**src/rtl/dff_pipe_array_pkg.sv**
```systemverilog
// Shared sizing helpers for pipeline blocks, so sibling blocks derive their
// tap-index and occupancy-count widths the same way.
package dff_pipe_array_pkg;

   // Ceiling log2 that can be evaluated at elaboration time; clog2(1) = 0.
   function automatic int unsigned clog2(input int unsigned v);
      int unsigned r;
      r = 0;
      for (int unsigned i = 0; i < 32; i++) begin
         if ((64'd1 << i) < 64'(v)) r = i + 1;
      end
      return r;
   endfunction

   // Stage-index width; at least one bit, even when DEPTH = 1.
   function automatic int unsigned tap_w(input int unsigned depth);
      return (depth > 1) ? clog2(depth) : 1;
   endfunction

   // Width of a count that ranges over 0..depth.
   function automatic int unsigned cnt_w(input int unsigned depth);
      return clog2(depth + 1);
   endfunction

endpackage

```
**src/rtl/dff_en_r.sv**
```systemverilog
// WIDTH-bit register with load enable and asynchronous active-high reset.
//   clk : rising-edge clock
//   rst : asynchronous reset, loads RESET_VAL
//   en  : load d at the edge when 1
//   d/q : data in / registered data out
module dff_en_r #(
   parameter int unsigned           WIDTH     = 8,
   parameter logic [WIDTH-1:0]      RESET_VAL = '0
) (
   input  logic             clk,
   input  logic             rst,
   input  logic             en,
   input  logic [WIDTH-1:0] d,
   output logic [WIDTH-1:0] q
);

   always_ff @(posedge clk or posedge rst) begin
      if (rst)     q <= RESET_VAL;
      else if (en) q <= d;
   end

endmodule

```
**src/rtl/dff_pipe_array.sv**
```systemverilog
// WIDTH-lane, DEPTH-stage registered delay line with per-stage valid bits,
// stall enable, valid-only flush, registered occupancy and a tap read port.
//   clk, rst          : clock, asynchronous active-high reset
//   en                : advance the line; 0 holds every stage
//   flush             : clear all valid bits at the next edge (data untouched)
//   in_valid, d       : stage-0 input
//   q, out_valid      : last stage data and valid (no extra output register)
//   tap_sel           : stage index for the tap read
//   tap_q, tap_valid  : data/valid of stage tap_sel (combinational)
//   occupancy         : number of valid stages (registered)
module dff_pipe_array
   import dff_pipe_array_pkg::*;
#(
   parameter int unsigned      WIDTH     = 8,
   parameter int unsigned      DEPTH     = 4,
   parameter logic [WIDTH-1:0] RESET_VAL = '0,
   localparam int unsigned     TAP_W     = tap_w(DEPTH),
   localparam int unsigned     CNT_W     = cnt_w(DEPTH)
) (
   input  logic             clk,
   input  logic             rst,
   input  logic             en,
   input  logic             flush,
   input  logic             in_valid,
   input  logic [WIDTH-1:0] d,
   output logic [WIDTH-1:0] q,
   output logic             out_valid,
   input  logic [TAP_W-1:0] tap_sel,
   output logic [WIDTH-1:0] tap_q,
   output logic             tap_valid,
   output logic [CNT_W-1:0] occupancy
);

   logic [WIDTH-1:0] stage_q [DEPTH];
   logic [DEPTH-1:0] valid_q, valid_d;
   logic [CNT_W-1:0] occ_q, occ_d;
   logic             adv_c;

   // Data only moves on an enabled, non-flush edge.
   assign adv_c = en & ~flush;

   // Data stages; bubbles shift along with their data.
   for (genvar k = 0; k < DEPTH; k++) begin : stage
      logic [WIDTH-1:0] stage_in;
      if (k == 0) begin : g_head
         assign stage_in = d;
      end else begin : g_body
         assign stage_in = stage_q[k-1];
      end
      dff_en_r #(
         .WIDTH     (WIDTH),
         .RESET_VAL (RESET_VAL)
      ) u_reg (
         .clk (clk),
         .rst (rst),
         .en  (adv_c),
         .d   (stage_in),
         .q   (stage_q[k])
      );
   end

   // Valid shift and incremental occupancy; flush wins over advance.
   always_comb begin
      valid_d = valid_q;
      occ_d   = occ_q;
      if (flush) begin
         valid_d = '0;
         occ_d   = '0;
      end else if (en) begin
         valid_d[0] = in_valid;
         for (int k = 1; k < DEPTH; k++) valid_d[k] = valid_q[k-1];
         // One bit of headroom so the add/subtract never wraps mid-way.
         occ_d = CNT_W'({1'b0, occ_q} + (CNT_W+1)'(in_valid)
                        - (CNT_W+1)'(valid_q[DEPTH-1]));
      end
   end

   always_ff @(posedge clk or posedge rst) begin
      if (rst) begin
         valid_q <= '0;
         occ_q   <= '0;
      end else begin
         valid_q <= valid_d;
         occ_q   <= occ_d;
      end
   end

   // Tap read; indices past the last stage return the reset value, invalid.
   always_comb begin
      tap_q     = RESET_VAL;
      tap_valid = 1'b0;
      for (int k = 0; k < DEPTH; k++) begin
         if (tap_sel == TAP_W'(k)) begin
            tap_q     = stage_q[k];
            tap_valid = valid_q[k];
         end
      end
   end

   assign q         = stage_q[DEPTH-1];
   assign out_valid = valid_q[DEPTH-1];
   assign occupancy = occ_q;

endmodule

```
**config.mk**
```make
export PLATFORM = sky130hd
export DESIGN_NAME = dff_pipe_array
export DESIGN_NICKNAME = d
export VERILOG_FILES = /design/src/rtl/dff_pipe_array_pkg.sv /design/src/rtl/dff_en_r.sv /design/src/rtl/dff_pipe_array.sv
export SDC_FILE = /design/constraint.sdc
export NUM_CORES = 1
export LEC_CHECK = 0
export CORE_ASPECT_RATIO = 0.6
export CORE_UTILIZATION = 48
export DETAILED_ROUTE_END_ITERATION = 7
export GPL_ROUTABILITY_DRIVEN = 0
export PLACE_DENSITY = 0.74
export SLEW_MARGIN = 10
export SYNTH_ARGS = -nofsm -noshare
export SYNTH_HDL_FRONTEND = slang
export SYNTH_SLANG_ARGS = --single-unit
```
**constraint.sdc**
```tcl
create_clock -name clk -period 2.6 [get_ports clk]
set_input_delay 0.78 -clock clk [delete_from_list [all_inputs] [get_ports clk]]
set_output_delay 0.78 -clock clk [all_outputs]
set_load 0.01 [all_outputs]
```
Word level (Yosys, flattened, before mapping)
Index checks and enable logic that the tools add are counted.
{ "totals": {"register_bits": 39, "in_bits": 15} }
{ "classes": {"n_bitwise": 2, "reduce_logical": 2, "n_addsub": 2, "mux": 12, "n_eq_ne": 3} }
{ "ops": {"columns": ["operator", "n"], "rows": [
  ["$mux 8", 4],
  ["$mux 4", 2],
  ["$mux 3", 2],
  ["$eq 2x2->1 const B", 2],
  ["$mux 1", 4],
  ["$add 3x1->3", 1],
  ["$sub 3x1->3", 1],
  ["$eq 2x1->1 const B", 1],
  ["$logic_not 2->1", 1],
  ["$reduce_bool 2->1", 1],
  ["$and 1x1->1", 1],
  ["$not 1->1", 1]
]} }

Depth between registers and ports, before layout
Gate-level depths: netlist (run 1).
{ "logic_depth": {"word_depth": 5, "ltp_mapped": 9, "ltp_nobuf": 9} }

By module
A second synthesis (run 1) with hierarchy kept.
{ "hier_totals": {"hier_cells": 117, "hier_area_um2": 1924.3} }
{ "modules_own_cells": {"columns": ["mod", "cells_each", "seq_area_each_um2", "area_per_inst_um2", "instances"], "rows": [
  ["dff_en_r", 18, 200.2, 335.3, 4],
  ["dff_pipe_array", 45, 175.2, 583.1, 1]
]} }

Worst setup path after synthesis (run 1)
Ideal clock, no wire load.
{ "synth_path": {"kind": "input to output", "start": "input tap_sel[0]", "end": "output tap_q[0]", "setup_slack_ps": 227, "t_arrival_ps": 1593, "cell_stages": 2, "path_cell_list": "buf_2 mux4_2"} }
{ "synth_between": {"elab_chain_len": 5} }
{ "synth_rtl": {"columns": ["item", "line", "source"], "rows": [
  ["start, declared", "dff_pipe_array.sv:28", "input logic [TAP_W-1:0] tap_sel,"],
  ["$logic_not 2->1", "dff_pipe_array.sv:93", "if (tap_sel == TAP_W'(k)) begin"],
  ["$mux 8 (3 in series)", "dff_pipe_array.sv:93", null],
  ["$mux 8 (*)", "dff_pipe_array.sv:93", null],
  ["end, declared", "dff_pipe_array.sv:29", "output logic [WIDTH-1:0] tap_q,"]
]} }
Every way passes the cells marked *; elsewhere a longest branch is shown, timed or not.

Final worst setup path (run 1)
{ "layout_path": {"start": "input tap_sel[0]", "end": "output tap_q[7]"} }
The elaborated chain is that of the path after synthesis.

==> impl_metrics.yaml, run 1 <==
yosys:
  ys_warn_count: 0
  synth-seq-area-share_pct: 50.3
  syn_area_per_cell_um2: 17.2
  ys_types: 19
  syn_nets: 131
  syn_inst: 113
  syn_area_um2: 1940
  synth_seq_cells: 39
finish:
  fillers: 276
  utilization_pct: 65.2
  drive_above_1_share_pct: 43.9
  final_nets: 172
  multi_input_comb_area_um2: 847
  seq_area_um2: 976
  syn_to_final_growth_pct: 26.5
  diodes: 0
sta:
  setup_viol: 0
  rsz0062_at_grt: "false"
  period_share_pct: 96.4
  slew_violations: 0
  fmax_mhz: 399
  finalWorstSetupSlack_ns: 0.0942
  tightest_slew_ns: 0.475
  tns_ns: 0
  relSlewSlack_pct: 68.3
  final_hold_viol_count: 0
  worst_clock_skew_ns: 0.00636
  post-route-min-period_ns: 2.51
worst_setup_path:
  critPathArrivalTime_ns: 1.73
  end_kind: "output port"
  cp_max_fo: 5
  reg2reg_depth: 8
  reg2reg_slack_ns: 0.69
  worstPathCellList: "buf_2 > buf_12 > mux4_2 > buf_2"
  start_kind: "input pin"
  r2r-end: "occupancy[2]"
  cpMostUsedCell: "buf_2"
  worstReg2RegStart: "valid_q[3]"
  cp_slowest_cell: "mux4_2"
  crit_type: "in2out"
  cp.required_ns: 1.82
  slowest_delay_ns: 0.50
die:
  die_w_um: 84.1
  die-area_um2: 4310
  rows: 17
  die_h_um: 51.3
  core_um2: 3760
  start_util_pct: 51.5
  io_pins: 36
drt:
  drc: 6
  ant_nets: 0
  postRouteWirelength_um: 3320
  drt_iter0_drc: 38
  avgViaCountPerCell: 5.18
  vias: 1046
  routedWlPerCell_um: 16.5
  firstDrtPassIters: 6
clock_network:
  cts.sinks: 39
  clk_pin_slew_worst_paths_ns: 0.08
  clock_path_buffers: 2
  ctsHoldBuffers: 0
  cts_root_buf: "clkbuf_8"
  numCtsBuffers: 5
  htree_num_levels: 2
  cts_tree: "built"
  clk_latency_ns: 0.29
hold_path:
  min_from: "stage[2].u_reg.q[5]"
  holdPathEnd: "stage[3].u_reg.q[5]"
  min_path_type: "reg2reg"
  whs_path_depth: 1
place:
  dp_hpwl_um: 2260
  io_buffers: 35
  detailedPlace.worstSlack_ns: -0.641
pwr:
  ir_drop_mv: 0.408
  leakage_nw: 1.13
  power_density_nw_per_um2: 851
job:
  max_cap_viol_count: 0
global_routing:
  antenna_found_initial: 0
  grt_pass1_wl_um: 5620
  grtUsageTotal_pct: 17.9
  grt_max_degree: 40
  grt_pass1_vias: 1073
  grt_overflow: 0
status:
  violations: "DRC"
  status: "complete, but fails checks"
## per-stage QoR
stage	power [mW]	area, um2	hold WS, ns	std cells
after global placement	1.50	2330	0.509	193
after CTS	2.10	2450	0.535	202
after detailed placement	1.53	2330	0.520	193
after global routing	2.20	2450	0.557	202
final	2.09	2450	0.538	202
after floorplan	1.24	1940	0.493	113
## power by group
group	switching (mW)	total, mW	internal [mW]
Sequential	0.122	0.877	0.756
Clock	0.217	0.600	0.383
Combinational	0.191	0.613	0.422
## state kept, by name, summed over array words and instances, names as in the netlist
register and flops:
occupancy 3, stage.u_reg.q 32, valid_q 4
## synthesized netlist by cell type
library cell	number	area (um2)
dfrtp_1	39	976
mux2_4	30	450
mux4_2	9	203
nor2_1	7	26.3
mux2i_1	5	50.1
inv_1	4	15.0
buf_12	3	60.1
buf_6	3	33.8
ha_1	2	25.0
mux2_2	2	22.5
a211oi_1	1	7.51
a21oi_1	1	5.00
a31o_2	1	8.76
buf_1	1	3.75
buf_2	1	5.00
fa_1	1	20.0
nand2b_1	1	6.26
nor2b_4	1	13.8
xor2_1	1	8.76
## layout make-up
| cell class | count | share of cell area (%) |
|---|---|---|
| Sequential cell | 39 | 39.8 |
| Inverter | 4 | 0.612 |
| Timing Repair Buffer | 42 | 17.2 |
| Tap cell | 47 | 2.40 |
| Clock inverter | 3 | 2.75 |
| Multi-Input combinational cell | 62 | 34.5 |
| Clock buffer | 5 | 2.80 |
## critical path, delay by kind of cell
kind	cells	cell delay [ns]
buffers and inverters	3	0.44
multiplexers	1	0.50
## what timing repair did
| action | in CTS | in global routing |
|---|---|---|
| pin swaps | 0 | 0 |
| setup endpoints to repair | 9 | 4 |
| buffers inserted | 0 | 0 |
| cloned | 1 | 0 |
| resized for setup | 40 | 4 |
## kinds of logic after synthesis
logic type | synth area share (%)
muxes | 37.4
and+or+nand+nor | 2.39
adders and majority gates | 2.32
AOI/OAI and AO/OA | 1.10
buffers and inverters | 6.06
DFF | 50.3
xor gates and xnor gates | 0.451
## placed cells by master, fill, tap and decap left out, types with 2 or more instances in the layout
cell type and n:
mux4_2 9, buf_4 3, clkdlybuf4s50_1 24, mux2i_1 5, buf_6 2, mux2_2 2
buf_12 3, clkbuf_8 5, bufinv_16 2, nor2_1 7, inv_1 4, buf_2 8
mux2_4 30, ha_1 2, dfrtp_1 39
## worst max path at each step
stage / startpoint / endpoint / slack [ns] / cells past startpoint
2_1_floorplan: tap_sel[0] / tap_q[0] / 0.23 / 2
3_3_place_gp: tap_sel[0] / tap_q[6] / -0.63 / 4
3_5_place_dp: tap_sel[0] / tap_q[6] / -0.64 / 4
4_1_cts: tap_sel[0] / tap_q[4] / -0.08 / 4
5_1_grt: tap_sel[0] / tap_q[6] / 0.06 / 4
6_report: tap_sel[0] / tap_q[7] / 0.09 / 4
## per-layer routing
layer / wire, um / global-route usage [%] / part of all wire (%) / vias to the layer above
met1: 1630 / 24.9 / 49 / 535
li1: - / - / - / 484
met4: 21 / 6.03 / 0.63 / 0
met3: 157 / 5.33 / 4.7 / 4
met2: 1520 / 27.0 / 46 / 23
met5: 0 / 0 / 0 / -
Power figures use the tool's default switching activity.
==> run 2, diff against run 1 <==
--- a/config.mk
+++ b/config.mk
@@ -5,11 +5,13 @@
 export SDC_FILE = /design/constraint.sdc
 export NUM_CORES = 1
 export LEC_CHECK = 0
+export CELL_PAD_IN_SITES_DETAIL_PLACEMENT = 1
+export CELL_PAD_IN_SITES_GLOBAL_PLACEMENT = 1
 export CORE_ASPECT_RATIO = 0.6
-export CORE_UTILIZATION = 48
+export CORE_UTILIZATION = 43
 export DETAILED_ROUTE_END_ITERATION = 7
 export GPL_ROUTABILITY_DRIVEN = 0
-export PLACE_DENSITY = 0.74
+export PLACE_DENSITY_LB_ADDON = 0.1
 export SLEW_MARGIN = 10
 export SYNTH_ARGS = -nofsm -noshare
 export SYNTH_HDL_FRONTEND = slang
==> impl_metrics.yaml, run 2 (synthesis gave the netlist of run 1 again) <==
status:
  status: "finished, final reports clean"
finish:
  final_common_cell: "dfrtp_1"
  top_register: "stage.u_reg.q"
  largest_reg_flops: 32
  syn_to_final_growth_pct: 29.5
  utilization_pct: 59.7
  diodes: 0
  final_nets: 173
  drive_above_1_share_pct: 44.2
  final-instance-count-excl-fill: 216
  layout_common_cells: "dfrtp_1 (39), mux2_4 (30), clkdlybuf4s50_1 (24)"
drt:
  routedWlPerCell_um: 19.5
  firstDrtPassIters: 4
  vias: 1085
  avgViaCountPerCell: 5.02
  ant_nets: 0
  postRouteWirelength_um: 4220
  drt_iter0_drc: 65
  drc: 0
worst_setup_path:
  crit_type: "in2out"
  reg2reg_slack_ns: 0.64
  cp_max_fo: 5
  cp.required_ns: 1.82
  end_kind: "output port"
  crit_path_start: "tap_sel[0]"
  start_kind: "input pin"
  r2r-end: "occupancy[2]"
  reg2reg_depth: 8
  worstReg2RegStart: "valid_q[3]"
  worstSetupEndpoint: "tap_q[2]"
  critPathArrivalTime_ns: 1.80
global_routing:
  grt_pass1_vias: 1122
  antenna_found_initial: 0
  grt_overflow: 0
  grtUsageTotal_pct: 20.1
  grt_pass1_wl_um: 6600
  grt_max_degree: 40
die:
  io_pins: 36
  die_w_um: 88.7
  core_um2: 4210
  die-area_um2: 4790
  rows: 18
  start_util_pct: 46.1
  die_h_um: 54.0
sta:
  post-route-min-period_ns: 2.58
  period_share_pct: 99.3
  fmax_mhz: 388
  finalWorstSetupSlack_ns: 0.0194
  final_hold_viol_count: 0
  rsz0062_at_grt: "false"
  worst_clock_skew_ns: 0.00561
  tightest_slew_ns: 0.490
  setup_viol: 0
  slew_violations: 0
  relSlewSlack_pct: 67.4
place:
  dp_hpwl_um: 2700
  dp_cells: 206
  io_buffers: 35
  detailedPlace.worstSlack_ns: -0.669
pwr:
  power_density_nw_per_um2: 815
  pwr-share-comb_pct: 31.1
  ir_drop_mv: 0.330
  leakage_nw: 1.15
  power_frac_clock_pct: 25.4
  switching_share_pct: 26.5
  internal_power_mw: 1.51
  seqPwrFrac_pct: 43.5
  p_sw_uw: 544
clock_network:
  cts_root_buf: "clkbuf_8"
  clk_pin_slew_worst_paths_ns: 0.08
  numCtsBuffers: 5
  clk_latency_ns: 0.28
  cts.sinks: 39
  clock_path_buffers: 2
  htree_num_levels: 2
  cts_tree: "built"
hold_path:
  min_path_type: "reg2reg"
job:
  max_cap_viol_count: 0
run 2: cell types whose count changed in the layout (fill, tap and decap cells not counted):
cell,change
clkinv_2,+1
buf_4,+1
clkinvlp_4,-1
buf_2,-5
clkdlybuf4s15_1,+1
bufinv_16,-1
buf_6,-1
clkbuf_8,+1
clkdlybuf4s15_2,+5
dlygate4sd2_1,-1
bufbuf_16,+1
run 2: how the worst min path moves through the flow:
stage,startpoint,to,slack (ns),cells past startpoint
finish,stage[3].u_reg.q[2],stage[3].u_reg.q[2],0.54,1
global route,stage[2].u_reg.q[3],stage[2].u_reg.q[3],0.56,1
CTS,stage[3].u_reg.q[5],stage[3].u_reg.q[5],0.54,1
detailed placement,stage[0].u_reg.q[6],stage[0].u_reg.q[6],0.52,1
global placement,stage[2].u_reg.q[3],stage[3].u_reg.q[3],0.51,1
floorplan,stage[2].u_reg.q[7],stage[2].u_reg.q[7],0.49,1
run 2: routing by layer:
metal / GRT usage [%] / vias up / wire length, um
met5: 0 / - / 0
met4: 4.84 / 0 / 27
met3: 6.13 / 2 / 207
met2: 30.3 / 25 / 1900
met1: 28.6 / 574 / 2090
li1: - / 484 / -
run 2: area by class of cell:
type                    count  area [um2]
multi-input cells          62         847
flip-flops and latches     39         976
clock buffers               6        82.6
clock inverters             2        35.0
inverters                   4        15.0
fillers                   397        1700
well taps                  60        75.1
repair buffers             43         483
run 2: worst max-delay path, cell delays in order:
cell	delay, ns
buf_4	0.13
buf_12	0.13
mux4_2	0.51
clkdlybuf4s15_2	0.25
run 2: repair_timing:
item                       in CTS  in global routing
hold buffers                    0                  0
resized for setup              39                  1
buffers inserted                0                  0
setup endpoints to repair       9                  4
cloned                          2                  0
run 2: stage by stage:
step           total power [mW]  hold slack [ns]  area, um2  setup TNS [ns]
2_1_floorplan              1.24            0.493       1940               0
3_3_place_gp               1.50            0.509       2350           -5.58
3_5_place_dp               1.54            0.523       2350           -5.74
4_1_cts                    2.06            0.543       2510               0
5_1_grt                    2.15            0.561       2510               0
6_report                   2.05            0.542       2510               0
run 2: power by group through the flow:
stage / sequential [mW] / combinational (mW) / clock (mW)
floorplan: 0.879 / 0.364 / 0
global placement: 0.876 / 0.629 / 0
detailed placement: 0.896 / 0.643 / 0
CTS: 0.890 / 0.642 / 0.531
global route: 0.911 / 0.683 / 0.557
finish: 0.892 / 0.637 / 0.521
